==> src/rtl/mmu_pager_if.sv <==
// CPU-side bus bundle for the memory pager: strobes, address, data and
// the pager's decoded outputs. The pager sits on the slave modport.
interface mmu_pager_if #(
  parameter int PAGE_BITS = 3,
  parameter int BANK_W    = 3
);
  logic                 rd;
  logic                 wr;
  logic                 mreq;
  logic                 iorq;
  logic [7:0]           a07;
  logic [PAGE_BITS-1:0] a_hi;
  logic [7:0]           data_in;
  logic [7:0]           data_out;
  logic                 data_oe;
  logic [BANK_W-1:0]    bank;
  logic                 romen;
  logic                 ramen;
  logic                 wp_fault;

  modport master (
    output rd, wr, mreq, iorq, a07, a_hi, data_in,
    input  data_out, data_oe, bank, romen, ramen, wp_fault
  );

  modport slave (
    input  rd, wr, mreq, iorq, a07, a_hi, data_in,
    output data_out, data_oe, bank, romen, ramen, wp_fault
  );
endinterface

==> src/rtl/mmu_pager.sv <==
// Memory pager: maps the top PAGE_BITS CPU address bits onto bank numbers
// through I/O-programmable page registers, with per-page write protection,
// a sticky protection-fault flag and a key-sequence lock on the registers.
module mmu_pager #(
  parameter int         PAGE_BITS = 3,
  parameter int         BANK_W    = 3,
  parameter logic [7:0] IO_BASE   = 8'hC0
) (
  input  logic        clk,
  input  logic        reset,
  mmu_pager_if.slave  bus
);

  localparam int NPAGES = 1 << PAGE_BITS;

  localparam logic [1:0] ST_UNLOCKED = 2'b00;
  localparam logic [1:0] ST_LOCKED   = 2'b01;
  localparam logic [1:0] ST_KEY1     = 2'b10;

  // Synchroniser chains for the asynchronous CPU strobes ([1] is the safe tap)
  logic [1:0] r_rd_sync;
  logic [1:0] r_wr_sync;
  logic [1:0] r_mreq_sync;
  logic [1:0] r_iorq_sync;
  logic       r_wr_prev;
  // Fills with ones after reset; an edge only counts once r_wr_prev holds a
  // genuinely sampled strobe value rather than the reset preset.
  logic [2:0] r_warm;

  logic [1:0] r_lock;
  logic [1:0] w_lock_next;
  logic       r_fault;

  logic [NPAGES-1:0][BANK_W-1:0] w_page;
  logic [NPAGES-1:0]             w_wp;
  logic [15:0]                   w_wp16;

  logic                 w_rd_s, w_wr_s, w_mreq_s, w_iorq_s;
  logic                 w_wr_fall, w_io_ev, w_mem_ev;
  logic                 w_hit;
  logic [4:0]           w_off;
  logic [PAGE_BITS-1:0] w_pg_idx;
  logic                 w_unlocked;
  logic                 w_page_we, w_wpl_we, w_wph_we, w_ctl_we;
  logic [6:0]           w_key;
  logic [7:0]           w_rdata;
  logic [BANK_W-1:0]    w_bank;

  // Strobe synchronisers, previous-sample tracker and warm-up shift register
  always_ff @(posedge clk or negedge reset) begin
    if (!reset) begin
      r_rd_sync   <= 2'b11;
      r_wr_sync   <= 2'b11;
      r_mreq_sync <= 2'b11;
      r_iorq_sync <= 2'b11;
      r_wr_prev   <= 1'b1;
      r_warm      <= 3'b000;
    end else begin
      r_rd_sync   <= {r_rd_sync[0],   bus.rd};
      r_wr_sync   <= {r_wr_sync[0],   bus.wr};
      r_mreq_sync <= {r_mreq_sync[0], bus.mreq};
      r_iorq_sync <= {r_iorq_sync[0], bus.iorq};
      r_wr_prev   <= r_wr_sync[1];
      r_warm      <= {r_warm[1:0], 1'b1};
    end
  end

  assign w_rd_s   = r_rd_sync[1];
  assign w_wr_s   = r_wr_sync[1];
  assign w_mreq_s = r_mreq_sync[1];
  assign w_iorq_s = r_iorq_sync[1];

  // A cycle with rd and wr both low is bus contention, not a valid write.
  assign w_wr_fall = r_warm[2] & r_wr_prev & ~w_wr_s & w_rd_s;

  // Address decode; a07/data_in are taken directly at the event edge
  assign w_hit      = (bus.a07[7:5] == IO_BASE[7:5]);
  assign w_off      = bus.a07[4:0];
  assign w_pg_idx   = bus.a07[PAGE_BITS-1:0];
  assign w_io_ev    = w_wr_fall & ~w_iorq_s & w_hit;
  assign w_mem_ev   = w_wr_fall & ~w_mreq_s;
  assign w_unlocked = (r_lock == ST_UNLOCKED);
  assign w_page_we  = w_io_ev & ~w_off[4] & w_unlocked;
  assign w_wpl_we   = w_io_ev & (w_off == 5'h10) & w_unlocked;
  assign w_wph_we   = w_io_ev & (w_off == 5'h11) & w_unlocked;
  assign w_ctl_we   = w_io_ev & (w_off == 5'h12);
  assign w_key      = bus.data_in[6:0];

  genvar gi;
  generate
    for (gi = 0; gi < NPAGES; gi++) begin : g_page
      logic [BANK_W-1:0] r_page;
      logic              r_wp;

      // Page register: page 0 boots to bank 0, every other page to bank 1
      always_ff @(posedge clk or negedge reset) begin
        if (!reset)
          r_page <= (gi == 0) ? '0 : BANK_W'(1);
        else if (w_page_we && (w_pg_idx == PAGE_BITS'(gi)))
          r_page <= bus.data_in[BANK_W-1:0];
      end

      // Write-protect bit: pages 0-7 live in the low mask byte, 8-15 in the high
      always_ff @(posedge clk or negedge reset) begin
        if (!reset)
          r_wp <= 1'b0;
        else if ((gi < 8) ? w_wpl_we : w_wph_we)
          r_wp <= bus.data_in[gi % 8];
      end

      assign w_page[gi] = r_page;
      assign w_wp[gi]   = r_wp;
    end
  endgenerate

  assign w_wp16 = 16'(w_wp);

  // Lock FSM: unlock needs the 0x55, 0x2A pair; a wrong second key relocks
  always_comb begin
    w_lock_next = r_lock;
    if (w_ctl_we) begin
      case (r_lock)
        ST_UNLOCKED: if (w_key == 7'h4C) w_lock_next = ST_LOCKED;
        ST_LOCKED:   if (w_key == 7'h55) w_lock_next = ST_KEY1;
        ST_KEY1:     w_lock_next = (w_key == 7'h2A) ? ST_UNLOCKED : ST_LOCKED;
        default:     w_lock_next = ST_LOCKED;
      endcase
    end
  end

  // Lock state register
  always_ff @(posedge clk or negedge reset) begin
    if (!reset)
      r_lock <= ST_UNLOCKED;
    else
      r_lock <= w_lock_next;
  end

  // Sticky protection fault; a new violation beats a simultaneous clear
  always_ff @(posedge clk or negedge reset) begin
    if (!reset)
      r_fault <= 1'b0;
    else if (w_mem_ev && w_wp[bus.a_hi])
      r_fault <= 1'b1;
    else if (w_ctl_we && bus.data_in[7])
      r_fault <= 1'b0;
  end

  // Combinational readback mux; reads never modify state
  always_comb begin
    w_rdata = 8'h00;
    if (!w_off[4]) begin
      w_rdata = 8'(w_page[w_pg_idx]);
    end else begin
      case (w_off)
        5'h10:   w_rdata = w_wp16[7:0];
        5'h11:   w_rdata = w_wp16[15:8];
        5'h12:   w_rdata = {r_fault, 5'b00000, r_lock};
        default: w_rdata = 8'h00;
      endcase
    end
  end

  assign w_bank       = w_page[bus.a_hi];
  assign bus.bank     = w_bank;
  assign bus.data_out = w_rdata;
  assign bus.data_oe  = ~bus.iorq & w_hit & ~bus.rd;
  assign bus.romen    = bus.mreq | w_bank[0];
  assign bus.ramen    = bus.mreq | ~w_bank[0] | (w_wp[bus.a_hi] & ~bus.wr);
  assign bus.wp_fault = r_fault;

endmodule

==> src/flat_wrapper.sv <==
// flat-port wrapper written by rule: the top's interface ports become plain ports
module mmu_pager_flat 
#(
  parameter int         PAGE_BITS = 3,
  parameter int         BANK_W    = 3,
  parameter logic [7:0] IO_BASE   = 8'hC0
)
  (clk, reset, bus_rd, bus_wr, bus_mreq, bus_iorq, bus_a07, bus_a_hi, bus_data_in, bus_data_out, bus_data_oe, bus_bank, bus_romen, bus_ramen, bus_wp_fault);
  mmu_pager_if #(.PAGE_BITS(PAGE_BITS), .BANK_W(BANK_W)) bus_i ();
  input  logic clk;
  input  logic reset;
  input wire logic [$bits(bus_i.rd)-1:0] bus_rd;
  input wire logic [$bits(bus_i.wr)-1:0] bus_wr;
  input wire logic [$bits(bus_i.mreq)-1:0] bus_mreq;
  input wire logic [$bits(bus_i.iorq)-1:0] bus_iorq;
  input wire logic [$bits(bus_i.a07)-1:0] bus_a07;
  input wire logic [$bits(bus_i.a_hi)-1:0] bus_a_hi;
  input wire logic [$bits(bus_i.data_in)-1:0] bus_data_in;
  output wire logic [$bits(bus_i.data_out)-1:0] bus_data_out;
  output wire logic [$bits(bus_i.data_oe)-1:0] bus_data_oe;
  output wire logic [$bits(bus_i.bank)-1:0] bus_bank;
  output wire logic [$bits(bus_i.romen)-1:0] bus_romen;
  output wire logic [$bits(bus_i.ramen)-1:0] bus_ramen;
  output wire logic [$bits(bus_i.wp_fault)-1:0] bus_wp_fault;
  assign bus_i.rd = bus_rd;
  assign bus_i.wr = bus_wr;
  assign bus_i.mreq = bus_mreq;
  assign bus_i.iorq = bus_iorq;
  assign bus_i.a07 = bus_a07;
  assign bus_i.a_hi = bus_a_hi;
  assign bus_i.data_in = bus_data_in;
  assign bus_data_out = bus_i.data_out;
  assign bus_data_oe = bus_i.data_oe;
  assign bus_bank = bus_i.bank;
  assign bus_romen = bus_i.romen;
  assign bus_ramen = bus_i.ramen;
  assign bus_wp_fault = bus_i.wp_fault;
  mmu_pager #(.PAGE_BITS(PAGE_BITS), .BANK_W(BANK_W), .IO_BASE(IO_BASE)) u_core (.clk(clk), .reset(reset), .bus(bus_i));
endmodule
==> config.mk <==
export PLATFORM = sky130hd
export DESIGN_NAME = mmu_pager_flat
export DESIGN_NICKNAME = d
export VERILOG_FILES = /design/src/rtl/mmu_pager_if.sv /design/src/rtl/mmu_pager.sv /design/src/flat_wrapper.sv
export SDC_FILE = /design/constraint.sdc
export NUM_CORES = 1
export LEC_CHECK = 0
export ABC_AREA = 0
export ABC_CLOCK_PERIOD_IN_PS = 1800
export CAP_MARGIN = 20
export CORE_ASPECT_RATIO = 0.5
export CORE_MARGIN = 8
export CORE_UTILIZATION = 48
export DETAILED_ROUTE_END_ITERATION = 10
export PLACE_DENSITY = 0.87
export SETUP_SLACK_MARGIN = 0.1
export SLEW_MARGIN = 10
export SYNTH_ARGS = -nofsm -noshare
export SYNTH_HDL_FRONTEND = slang
export SYNTH_SLANG_ARGS = --single-unit
==> constraint.sdc <==
create_clock -name clk -period 1.8 [get_ports clk]
set_input_delay 0.27 -clock clk [delete_from_list [all_inputs] [get_ports clk]]
set_output_delay 0.27 -clock clk [all_outputs]
set_load 0.03 [all_outputs]
# --- After elaboration in Yosys (flattened, before gate mapping) ---
# Index checks and enable logic that the tools add are counted.
word_totals:
  ff_bits: 47
  inputBits: 25
  out_inout_bits: 15
  elab_cells: 96
classes:
  order_cmp: 2
  eq_ne: 17
  muxes: 14
  bitwise: 25
  n_reduce_logical: 14
ops:
  columns: ["operator", "count"]
  rows:
  - ["$bmux 3 s3", 2]
  - ["$pmux 8 s2", 1]
  - ["$eq 3x3->1 const B", 5]
  - ["$and 1x1->1", 14]
  - ["$eq 7x7->1 const B", 2]
  - ["$eq 5x5->1 const B", 2]
  - ["$logic_and 1x1->1", 10]
  - ["$lt 3x4->1 const B", 2]
  - ["$mux 8", 1]
  - ["$not 1->1", 8]
  - ["$eq 7x6->1 const B", 1]
  - ["$eq 3x2->1 const B", 2]
  - ["$mux 3", 2]
  - ["$pmux 2 s3", 1]
  - ["$mux 1", 4]
  - ["$mux 2", 2]
  - ["$bmux 1 s3", 1]
  - ["$eq 3x1->1 const B", 1]
  - ["$logic_not 3->1", 1]
  - ["$or 1x1->1", 3]
  - ["$reduce_and 3->1", 1]
  - ["$eq 2x1->1 const B", 1]
  - ["$eq 2x2->1 const B", 1]
  - ["$logic_not 2->1", 1]
  - ["3 further kinds", 3]

# --- Longest topological paths before layout ---
# Gate-level depths: netlist (run 1).
logic_depth:
  depth_word: 9
  mapped_depth: 6

# --- Least setup slack after synthesis (run 1) ---
# OpenSTA, ideal clock, no wires.
synth_timing:
  kind: "input -> output"
  startpoint: "input bus_a07[1]"
  endpoint: "output bus_data_out[2]"
  arrival_ns: 1.699
  path_slack_ns: -0.169
  cell_stages: 6
  cell_sequence: "buf_2 buf_2 mux2i_1 a31oi_1 nand2_1 o21ai_0"
synth_via:
  elab_chain_cells: 3
  word_cells_on_any_way: 6
synth_lines:
  columns: ["item", "line_no", "text"]
  rows:
  - ["start: declaration", "flat_wrapper.sv:16", "input wire logic [$bits(bus_i.a07)-1:0] bus_a07;"]
  - ["$bmux 3 s3 / $eq 5x5->1 (equally long branches)", "mmu_pager.sv:153, mmu_pager.sv:155", null]
  - ["$mux 3 (not written as such) / $pmux 8 s2 (equally long branches)", "mmu_pager.sv:153, mmu_pager.sv:155", null]
  - ["$mux 8 *", "mmu_pager.sv:152", "if (!w_off[4]) begin"]
  - ["end: declaration", "flat_wrapper.sv:19", "output wire logic [$bits(bus_i.data_out)-1:0] bus_data_out;"]
# Mark *: on every way between the ends. The rest lies on a longest branch, timed or not. The select of a mux whose other input is x is not followed.

# --- Worst setup path in the final report (run 1) ---
layout_timing:
  startpoint: "register u_core.g_page[2].r_wp"
  endpoint: "output bus_ramen"
layout_via:
  elab_chain_cells: 4
layout_lines:
  columns: ["item", "line_no", "text"]
  rows:
  - ["start: declaration", "mmu_pager.sv:93", "logic r_wp;"]
  - ["start signal: assignment", "mmu_pager.sv:108", "r_wp <= bus.data_in[gi % 8];"]
  - ["$bmux 1 s3", "mmu_pager.sv:169", "assign bus.ramen = bus.mreq | ~w_bank[0] | (w_wp[bus.a_hi] & ~bus.wr);"]
  - ["$mux 1 (not written as such)", "mmu_pager.sv:169", null]
  - ["$and 1x1->1", "mmu_pager.sv:169", null]
  - ["$or 1x1->1", "mmu_pager.sv:169", null]
  - ["end: declaration", "flat_wrapper.sv:23", "output wire logic [$bits(bus_i.ramen)-1:0] bus_ramen;"]
# No other way between the ends. The select of a mux whose other input is x is not followed.

==> summary.md, run 1 <==
| Metric | Value |
|---|---|
| CP max FO | `3` |
| CP startpoint kind | `flop` |
| Syn_nets | `between 150 and 200` |
| Worst EP arrival | `1.82 ns` |
| Top post-synthesis cells by area | `dfrtp_1 31%, dfstp_2 17%, mux2_2 14%` |
| Critical path type | `reg -> out` |
| Clk network pwr share | `between 30% and 40%` |
| Final Setup Violations | `31` |
| RSZ-0062 raised after global routing | `yes` |
| Fmax | `480 MHz` |
| Tcrit/Tclk final | `116%` |
| Worst VDD drop | `0.401 mV` |
| Overall power | `2180 uW` |
| DRC viols | `0` |
| Sequential cell area fraction in the yosys report | `48.3%` |
| Max Slew Vio Count | `0` |
| Initial DRC count | `217` |
| CP Capture Type | `output port` |
| Die height | `roughly 67 um` |
| Worst Slack Setup Final | `-0.285 ns` |
| Comb pwr share | `13.7%` |
| H-tree depth | `2` |
| Top cell type by total area after synthesis | `dfrtp_1` |
| Final Wtd Congestion | `0.875` |
| HP Class | `reg -> reg` |
| Psw | `approximately 530 uW` |
| Clock Root Buffer | `clkbuf_8` |
| Pwr dens | `570 nW/um2` |
| Remaining antenna violation count | `0` |
| Clock latency on the worst-skew pair | `0.32 ns` |
| Worst Tran Pin Value | `0.589 ns` |
| Final #Nets | `300` |
| Setup Skew | `0.0174 ns` |
| Internal power | `between 1500 and 2000 uW` |
| CTS tree | `built` |
| # IOs | `40` |
| Initial antenna violation count | `0` |
| Vias in the first global route | `2314` |
| First-pass iteration count of the detailed router | `5` |
| Top_reg_cell synth | `dfrtp_1` |
| Worst-case clock buffer depth | `2` |
| DP Wirelength | `5380 um` |
| First-pass GRT wire length | `13400 um` |
| Switching portion of total power | `24.1%` |
| Post-synth top area share | `31.3%` |
| Worst EP required | `1.53 ns` |
| CTS Sinks | `47` |
| Final Hold Fails | `0` |
| Max Cap Viol | `0` |
| Synth-to-layout area growth | `54.4%` |
| Dpl ws | `-0.842 ns` |
| Drt total wl | `9250 um` |
| Initial cell density of the core | `49.9%` |
| Clk pin slew, worst setup/hold paths | `0.09 ns` |
| Synth cell types | `39` |
| Period minus WS final | `2.09 ns` |
| Fill cells | `244` |
| DR vias | `2169` |
| Pin count of the biggest net entering global routing | `25` |
| Yosys Warn Count | `0` |
| Drt via density | `6.27` |
| Failing checks | `negative setup slack` |
| Fraction of layout cells with a size suffix above 1 | `between 60% and 70%` |
| Most frequent cells after synthesis | `31 x dfrtp_1, 31 x mux2_2, 16 x dfstp_2` |
| Chip width | `118 um` |
| Asr flop ratio synth | `100%` |
| Slew HR | `roughly three fifths` |
| Inserted Clock Buffers | `5` |
| Post-Syn Area | `2470 um2` |
| Seq pwr share | `50.6%` |
| Die footprint | `7850 um2` |
| Core area | `4950 um2` |
| Post-synth EDFFs | `0` |
| Antenna fix cells | `0` |
| Post-synthesis register bit count | `between 40 and 50` |
| Remaining Overflow, GRT | `0` |
| Wirelength per Cell | `26.7 um` |
| Total GRT Usage | `22.6%` |
| PortBufs | `39` |
| Post-Syn Area per Cell | `14.5 um2` |
| Pleak | `0.00178 uW` |
| Syn Inst Count | `171` |
| # rows | `18` |
| Status | `finished with violations` |
-- per-stage QoR --
step	utilization [%]	area (um2)	cells	hold slack [ns]	TNS, ns
2_1_floorplan	-	2520	171	-0.0256	-0.390
3_3_place_gp	66.8	3310	320	0.273	-13.78
3_5_place_dp	66.8	3310	320	0.298	-15.71
4_1_cts	74.0	3670	341	0.359	-4.55
5_1_grt	77.1	3820	346	0.362	-6.07
6_report	77.1	3820	346	0.359	-4.03
-- timing repair --
| item | CTS | global route |
|---|---|---|
| pin swaps | 10 | 11 |
| endpoints found under the setup margin | 47 | 48 |
| hold endpoints to repair | 14 | 0 |
| hold buffers | 1 | 0 |
| buffers inserted | 12 | 7 |
| resized for setup | 76 | 43 |
-- path summary, 6_finish.rpt --
kind	start	endpoint	slack, ns	depth (start not counted)
setup / recovery	u_core.g_page[2].r_wp	bus_ramen	-0.29	5
hold / removal	u_core.r_wr_sync[0]	u_core.r_wr_sync[1]	0.36	0
hold reg to reg	u_core.r_wr_sync[0]	u_core.r_wr_sync[1]	0.36	0
min in group asynchronous	reset	u_core.r_warm[2]	0.49	2
max in group asynchronous	reset	u_core.g_page[3].r_page[0]	0.70	3
setup reg to reg	u_core.r_wr_prev	u_core.g_page[0].r_page[0]	-0.20	5
-- cells by family (layout without fill, tap and decap cells) --
kind of cell,after synthesis,count (layout),share of synthesized area (%)
buffers and inverters,15,120,2.73
other,1,1,0.152
flip-flops,47,47,48.3
AND/OR/NAND/NOR,43,43,15.5
multiplexers,53,53,30.2
AO/OA/AOI/OAI,12,12,3.13
-- power groups by stage --
stage	Clock (uW)	Sequential, uW	Combinational [uW]
finish	777	1100	299
global route	826	1100	311
CTS	789	1100	272
detailed placement	0	1120	257
global placement	0	1110	246
floorplan	0	1110	98.5
-- layout make-up --
type                    count  area [um2]  area share, %
repair buffers            108        1010           26.5
flip-flops and latches     47        1200           31.3
clock buffers               7        76.3           2.00
multi-input cells         109        1400           36.7
well taps                  70        87.6           2.29
clock inverters             1        30.0          0.786
inverters                   4        15.0          0.393
-- metal layers --
metal / global-route usage (%) / up-vias / routed length, um
li1: - / 856 / -
met1: 27.5 / 1089 / 3620
met2: 38.4 / 166 / 4300
met3: 4.89 / 58 / 806
met4: 11.4 / 0 / 519
met5: 0 / - / 0
-- placed cells by master, fill, tap and decap left out, types with 3 or more instances in the layout --
cell	instances
buf_4	49
dlymetal6s2s_1	4
buf_6	31
inv_1	3
nor4b_4	3
o21ai_2	4
nand4_1	4
dfrtp_1	31
clkdlybuf4s50_1	12
mux2_2	8
dfstp_2	16
mux4_2	13
mux2i_2	3
mux2_4	26
clkbuf_8	5
and3_4	5
nand2_1	5
-- state kept, by name, summed over array words and instances, names as in the netlist --
name,count
u_core.g_page.r_page,24
u_core.r_lock,2
u_core.r_iorq_sync,2
u_core.g_page.r_wp,8
u_core.bus.wp_fault,1
u_core.r_rd_sync,2
u_core.r_warm,3
u_core.r_mreq_sync,2
u_core.r_wr_sync,2
u_core.r_wr_prev,1
-- critical path: stages (launching register included) --
cell and delay (ns):
dfrtp_1 0.44, mux4_2 0.47, mux2i_2 0.21, buf_4 0.17, o21ai_2 0.07, buf_6 0.14
Power figures use the tool's default switching activity.
==> inputs of run 2 (changes only) <==
GPL_TIMING_DRIVEN = 0   (was not set)
MAX_ROUTING_LAYER = met4   (was not set)
==> run 2 against run 1 <==
  * The flow still finishes with violations (negative setup slack)
  * Non-clock buffer count down 42
  * Sequential share of layout area rose by 5.0 points
  * Global-route usage down 5.1 points
  * Final cell count decreased by 12%
  * Routed wire length fell by 20%
  * Utilization down 11 points
  * Design area fell by 14%
  * First-iteration DRC count fell by 20%
  * Clock power down 17%
  * Via count is 12% lower
  * Critical path type unchanged
  * Critical endpoint unchanged
==> summary.md, run 2 (same netlist as run 1, synthesis figures left out) <==
| Metric | Value |
|---|---|
| CP Capture Type | `output port` |
| Die footprint | `7850 um2` |
| HP Class | `reg -> reg` |
| Largest register by flop count | `u_core.g_page.r_page` |
| RSZ-0062 raised after global routing | `yes` |
| Beginning of the worst hold path | `u_core.r_warm[1]` |
| Drt via density | `around 6.3` |
| Initial antenna violation count | `0` |
| CP endpoint | `bus_ramen` |
| Max Slew Vio Count | `0` |
| # IOs | `40` |
| Remaining Overflow, GRT | `0` |
| Vias in the first global route | `1850` |
| Final #Nets | `about 260` |
| H-tree depth | `2` |
| Drt total wl | `7430 um` |
| Die height | `66.8 um` |
| Clk pin slew, worst setup/hold paths | `0.09 ns` |
| Layout Utilization | `66.5%` |
| Largest register FFs | `24` |
| Area post-placement | `2970 um2` |
| First-pass GRT wire length | `approximately 10000 um` |
| Worst Tran Pin Value | `about 0.59 ns` |
| Final Hold Fails | `0` |
| Fraction of layout cells with a size suffix above 1 | `58.1%` |
| Final Setup Violations | `30` |
| Most common cell after layout, fill and taps aside | `dfrtp_1` |
| Remaining antenna violation count | `0` |
| Pin count of the biggest net entering global routing | `26` |
| Period minus WS final | `2.08 ns` |
| Critical Path, Cell by Cell | `mux4_2 -> mux2i_4 -> nor2_2 -> o21ai_2 -> buf_6` |
| Worst r2r src | `u_core.r_wr_prev` |
| Inserted Clock Buffers | `5` |
| Core area | `4950 um2` |
| DR vias | `1915` |
| Clock latency on the worst-skew pair | `roughly 0.31 ns` |
| Initial DRC count | `173` |
| R2R depth | `6` |
| Initial cell density of the core | `49.9%` |
| Wirelength per Cell | `24.4 um` |
| Chip width | `118 um` |
| Max Cap Viol | `0` |
| Worst-case clock buffer depth | `2` |
| Crit path max-delay cell type | `mux4_2` |
| Clock Root Buffer | `clkbuf_8` |
| Non-filler instance count after layout | `304` |
| Fmax | `481 MHz` |
| Slew HR | `60.5%` |
| Final Wtd Congestion | `0.818` |
| CTS Sinks | `47` |
| CTS tree | `built` |
| DRC viols | `0` |
| RR Endpoint | `u_core.g_page[4].r_page[2]` |
| CP max FO | `3` |
| Post-route design area | `~3300 um2` |
| Synth-to-layout area growth | `33.1%` |
| CP Launch Point | `u_core.g_page[0].r_page[0]` |
| First-pass iteration count of the detailed router | `4` |
| Critical path type | `reg -> out` |
| Pleak | `0.00148 uW` |
| CP startpoint kind | `flop` |
| Worst path buffer plus inverter count | `1` |
| Status | `finished with violations` |
| Worst Slack Setup Final | `-0.278 ns` |
| Largest registers | `u_core.g_page.r_page: 24 flops, u_core.g_page.r_wp: 8 flops, u_core.r_warm: 3 flops` |
| Failing checks | `negative setup slack` |
| Total GRT Usage | `between 10% and 20%` |
| Critical path depth | `5` |
| Flop2flop setup slack | `-0.21 ns` |
| Pwr dens | `601 nW/um2` |
| # rows | `18` |
| Worst EP required | `1.53 ns` |
| Largest delay share family, worst path | `multiplexers` |
| WHS | `around 0.36 ns` |
| Worst VDD drop | `between 0.3 and 0.4 mV` |
| Worst EP arrival | `1.81 ns` |
| DP Wirelength | `4430 um` |
| PortBufs | `34` |
| Antenna fix cells | `0` |
| Dpl ws | `-0.887 ns` |
| Tcrit/Tclk final | `115%` |
| Most frequent cells in the layout | `31 x dfrtp_1, 21 x buf_4, 19 x mux2_4` |
| Placed cells | `~280` |
| Max stage delay on crit path | `0.53 ns` |
| Setup Skew | `0.00919 ns` |
-- run 2: metal layers --
metal | global-route usage, % | up-vias | wire length [um]
met5 | - | - | 0
met4 | 9.00 | 0 | 269
met2 | 27.7 | 136 | 3590
met3 | 4.05 | 27 | 638
li1 | - | 779 | -
met1 | 21.2 | 973 | 2930
-- run 2: layout make-up --
class / count / area (um2)
Buffer: 11 / 67.6
Clock buffer: 6 / 72.6
Clock inverter: 2 / 12.5
Fill cell: 325 / 1660
Inverter: 4 / 15.0
Multi-Input combinational cell: 109 / 1330
Sequential cell: 47 / 1200
Tap cell: 70 / 87.6
Timing Repair Buffer: 55 / 509
-- run 2: through the flow --
stage	setup TNS, ns	power, uW
5_1_grt	-4.83	2030
2_1_floorplan	-0.390	1210
4_1_cts	-2.28	1950
6_report	-3.50	1980
3_5_place_dp	-22.75	1320
3_3_place_gp	-47.17	1310
-- run 2: worst min-delay path by stage --
stage | endpoint | slack [ns] | cells past startpoint
global placement | u_core.r_warm[2] | 0.33 | 0
detailed placement | u_core.r_warm[0] | 0.31 | 1
floorplan | u_core.bus.wp_fault | -0.03 | 0
global route | u_core.r_wr_sync[1] | 0.36 | 0
CTS | u_core.r_warm[2] | 0.36 | 0
finish | u_core.r_warm[2] | 0.36 | 0
-- run 2: report_power, final --
| part | switching [uW] | total, uW | leakage (uW) | internal [uW] |
|---|---|---|---|---|
| Sequential | 14.9 | 1100 | 0.000593 | 1090 |
| Combinational | 126 | 233 | 0.000843 | 107 |
| Clock | 373 | 645 | 0.0000412 | 272 |
-- run 2: what timing repair did --
action / in CTS / in global routing
pin swaps: 5 / 3
resized for setup: 101 / 23
hold buffers: 1 / 0
hold endpoints to repair: 15 / 0
setup buffers: 11 / 8
gates cloned: 0 / 0
setup endpoints to repair: 48 / 45
==> edit: new RTL, config.mk and constraints of run 1 <==
`BANK_W` is set to 3 in 3 places; all go to 6.
--- a/src/rtl/mmu_pager_if.sv
+++ b/src/rtl/mmu_pager_if.sv
@@ -2,7 +2,7 @@
 // the pager's decoded outputs. The pager sits on the slave modport.
 interface mmu_pager_if #(
   parameter int PAGE_BITS = 3,
-  parameter int BANK_W    = 3
+  parameter int BANK_W    = 6
 );
   logic                 rd;
   logic                 wr;
--- a/src/rtl/mmu_pager.sv
+++ b/src/rtl/mmu_pager.sv
@@ -3,7 +3,7 @@
 // a sticky protection-fault flag and a key-sequence lock on the registers.
 module mmu_pager #(
   parameter int         PAGE_BITS = 3,
-  parameter int         BANK_W    = 3,
+  parameter int         BANK_W    = 6,
   parameter logic [7:0] IO_BASE   = 8'hC0
 ) (
   input  logic        clk,
--- a/src/flat_wrapper.sv
+++ b/src/flat_wrapper.sv
@@ -2,7 +2,7 @@
 module mmu_pager_flat 
 #(
   parameter int         PAGE_BITS = 3,
-  parameter int         BANK_W    = 3,
+  parameter int         BANK_W    = 6,
   parameter logic [7:0] IO_BASE   = 8'hC0
 )
   (clk, reset, bus_rd, bus_wr, bus_mreq, bus_iorq, bus_a07, bus_a_hi, bus_data_in, bus_data_out, bus_data_oe, bus_bank, bus_romen, bus_ramen, bus_wp_fault);
Ports: changed (resized bus_bank); port bits go from 40 to 43. The function was not compared with the original's and may differ.
==> edit against run 1 <==
The run still ends with negative setup slack left. Clock power grew 140%. Sequential cell count grew 24. Wire length grew 93%. Total power grew 85%. Area after synthesis grew 47%. Design area grew 50%. Worst setup slack lost 260 ps. Highest routed layer unchanged.
==> edit: results (changes against run 1) <==
global_route:
  grt_pass1_wl_um: 21980  # +64%
  grt_overflow: 0  # unchanged
  grt_start_max_net_pins: 47  # +88%
  grt_util_all_layers_pct: 26.85  # +4.2 points
  grt_pass1_vias: 3528  # +52%
synth:
  synthMuxAreaShare_pct: 33.61  # +3.4 points
  syn_avg_cell_area_sq_um: 14.12  # -2.4%
  ys_top_cells_by_count: "mux2_2 (63), dfrtp_1 (55), mux4_2 (20)"
  synthTopCellsByArea: "dfrtp_1 (38%), mux2_2 (20%), mux4_2 (12%)"
  synth-compound-area-share_pct: 5.067  # +1.9 points
  yosysSeqAreaShare_pct: 49.50  # +1.2 points
  synthDistinctLibCells: 40  # +2.6%
  syn-num-nets: 282  # +44%
sta:
  skew_ps: 6.056  # -11.39 ps
  worst_slack_ps: -545.2  # -259.8 ps
  setup_violations: 59  # +90%
  tightest_slew_ps: 632.3  # +43.07 ps
  totalNegativeSetupSlack_ps: -13070  # -9041 ps
status:
  status: "finished, violations left"
  violations: "negative setup slack"
clock_tree:
  worstSkewPairLatency_ps: 340  # +20 ps
  h-tree-depth: 3  # +1
  max-clock-path-buffers: 2  # unchanged
  cts_buffers: 9  # +4
  root_buffer: "clkbuf_16"
  clk_pin_slew_ps: 60  # -30 ps
route:
  wire_per_inst_um: 36.35  # +36%
  vias: 3623  # +67%
  drtIter0Drc: 673  # +210%
  routed_wl_um: 17880  # +93%
  firstDrtPassIters: 6  # +1
placement:
  hpwlAfterDp_um: 7360  # +37%
  port_buffers: 42  # +7.7%
  gp_congestion: 0.8957  # +2.4%
  placed_area_sq_mm: 0.004651  # +40%
  place_ws_ps: -1036  # -194.0 ps
  dp_cells: 445  # +39%
power:
  worst_ir_drop_vdd_uv: 447.7  # +12%
  p_leak_nw: 2.691  # +51%
finish:
  finalNetCount: 416  # +39%
  fill_cells: 291  # +19%
  drive_gt1_share_pct: 69.70  # +1.2 points
  top_regs: "u_core.g_page.r_page (48), u_core.g_page.r_wp (8), u_core.r_warm (3)"
setup_path:
  cpMaxStageDelayCell: "mux4_2"
  cpLargestDelayFamily: "compound AO/OA/AOI/OAI gates"
  crit_path_max_incr_delay_ps: 520  # +50 ps
  cp.arrival_ps: 2080  # +260 ps
worst_hold_path:
  hold_class: "in2async"
-- edit: power breakdown --
group | switching [mW] | leakage, nW | internal (mW) | total (mW)
sequential | 0.0208 | 0.927 | 1.63 | 1.65
combinational | 0.285 | 1.62 | 0.241 | 0.526
clock | 0.730 | 0.140 | 1.11 | 1.84
-- edit: path summary, 6_finish.rpt --
check	to	slack (ps)	from	cells past startpoint
max	bus_data_out[0]	-550	u_core.g_page[0].r_page[0]	5
min	u_core.g_page[5].r_page[2]	330	reset	2
max reg2reg	u_core.g_page[4].r_page[4]	-340	u_core.r_rd_sync[1]	4
min reg2reg	u_core.r_warm[2]	360	u_core.r_warm[1]	0
max in group asynchronous	u_core.r_mreq_sync[1]	880	reset	3
min in group clk	u_core.r_warm[2]	360	u_core.r_warm[1]	0
-- edit: logic make-up after synthesis --
| group | after synthesis |
|---|---|
| compound gates | 24 |
| flops | 71 |
| mux | 89 |
| buf+inv | 20 |
| other cells | 1 |
| simple gates | 52 |
-- edit: routing by layer --
| metal | global-route usage (%) | wire [um] | up-vias |
|---|---|---|---|
| met5 | 0 | 0 | - |
| met3 | 10.01 | 2512 | 158 |
| met2 | 41.85 | 7745 | 438 |
| met4 | 19.11 | 1457 | 0 |
| met1 | 30.65 | 6168 | 1765 |
| li1 | - | - | 1262 |
-- edit: repair_timing --
action,4_1_cts,5_1_grt
gates cloned,0,0
resized for setup,149,54
hold buffers,1,0
pin swaps,13,16
hold endpoints to repair,8,0
endpoints found under the setup margin,75,76
buffers inserted,20,16
-- edit: final cells by class --
cell class	count	area, sq um	area share, %
tap	96	120.1	2.089
clock inverter	3	42.54	0.7399
sequential	71	1797	31.25
clock buffer	13	250.2	4.353
timing repair buffer	141	1374	23.90
multi-input combinational	166	2158	37.54
inverter	2	7.507	0.1306
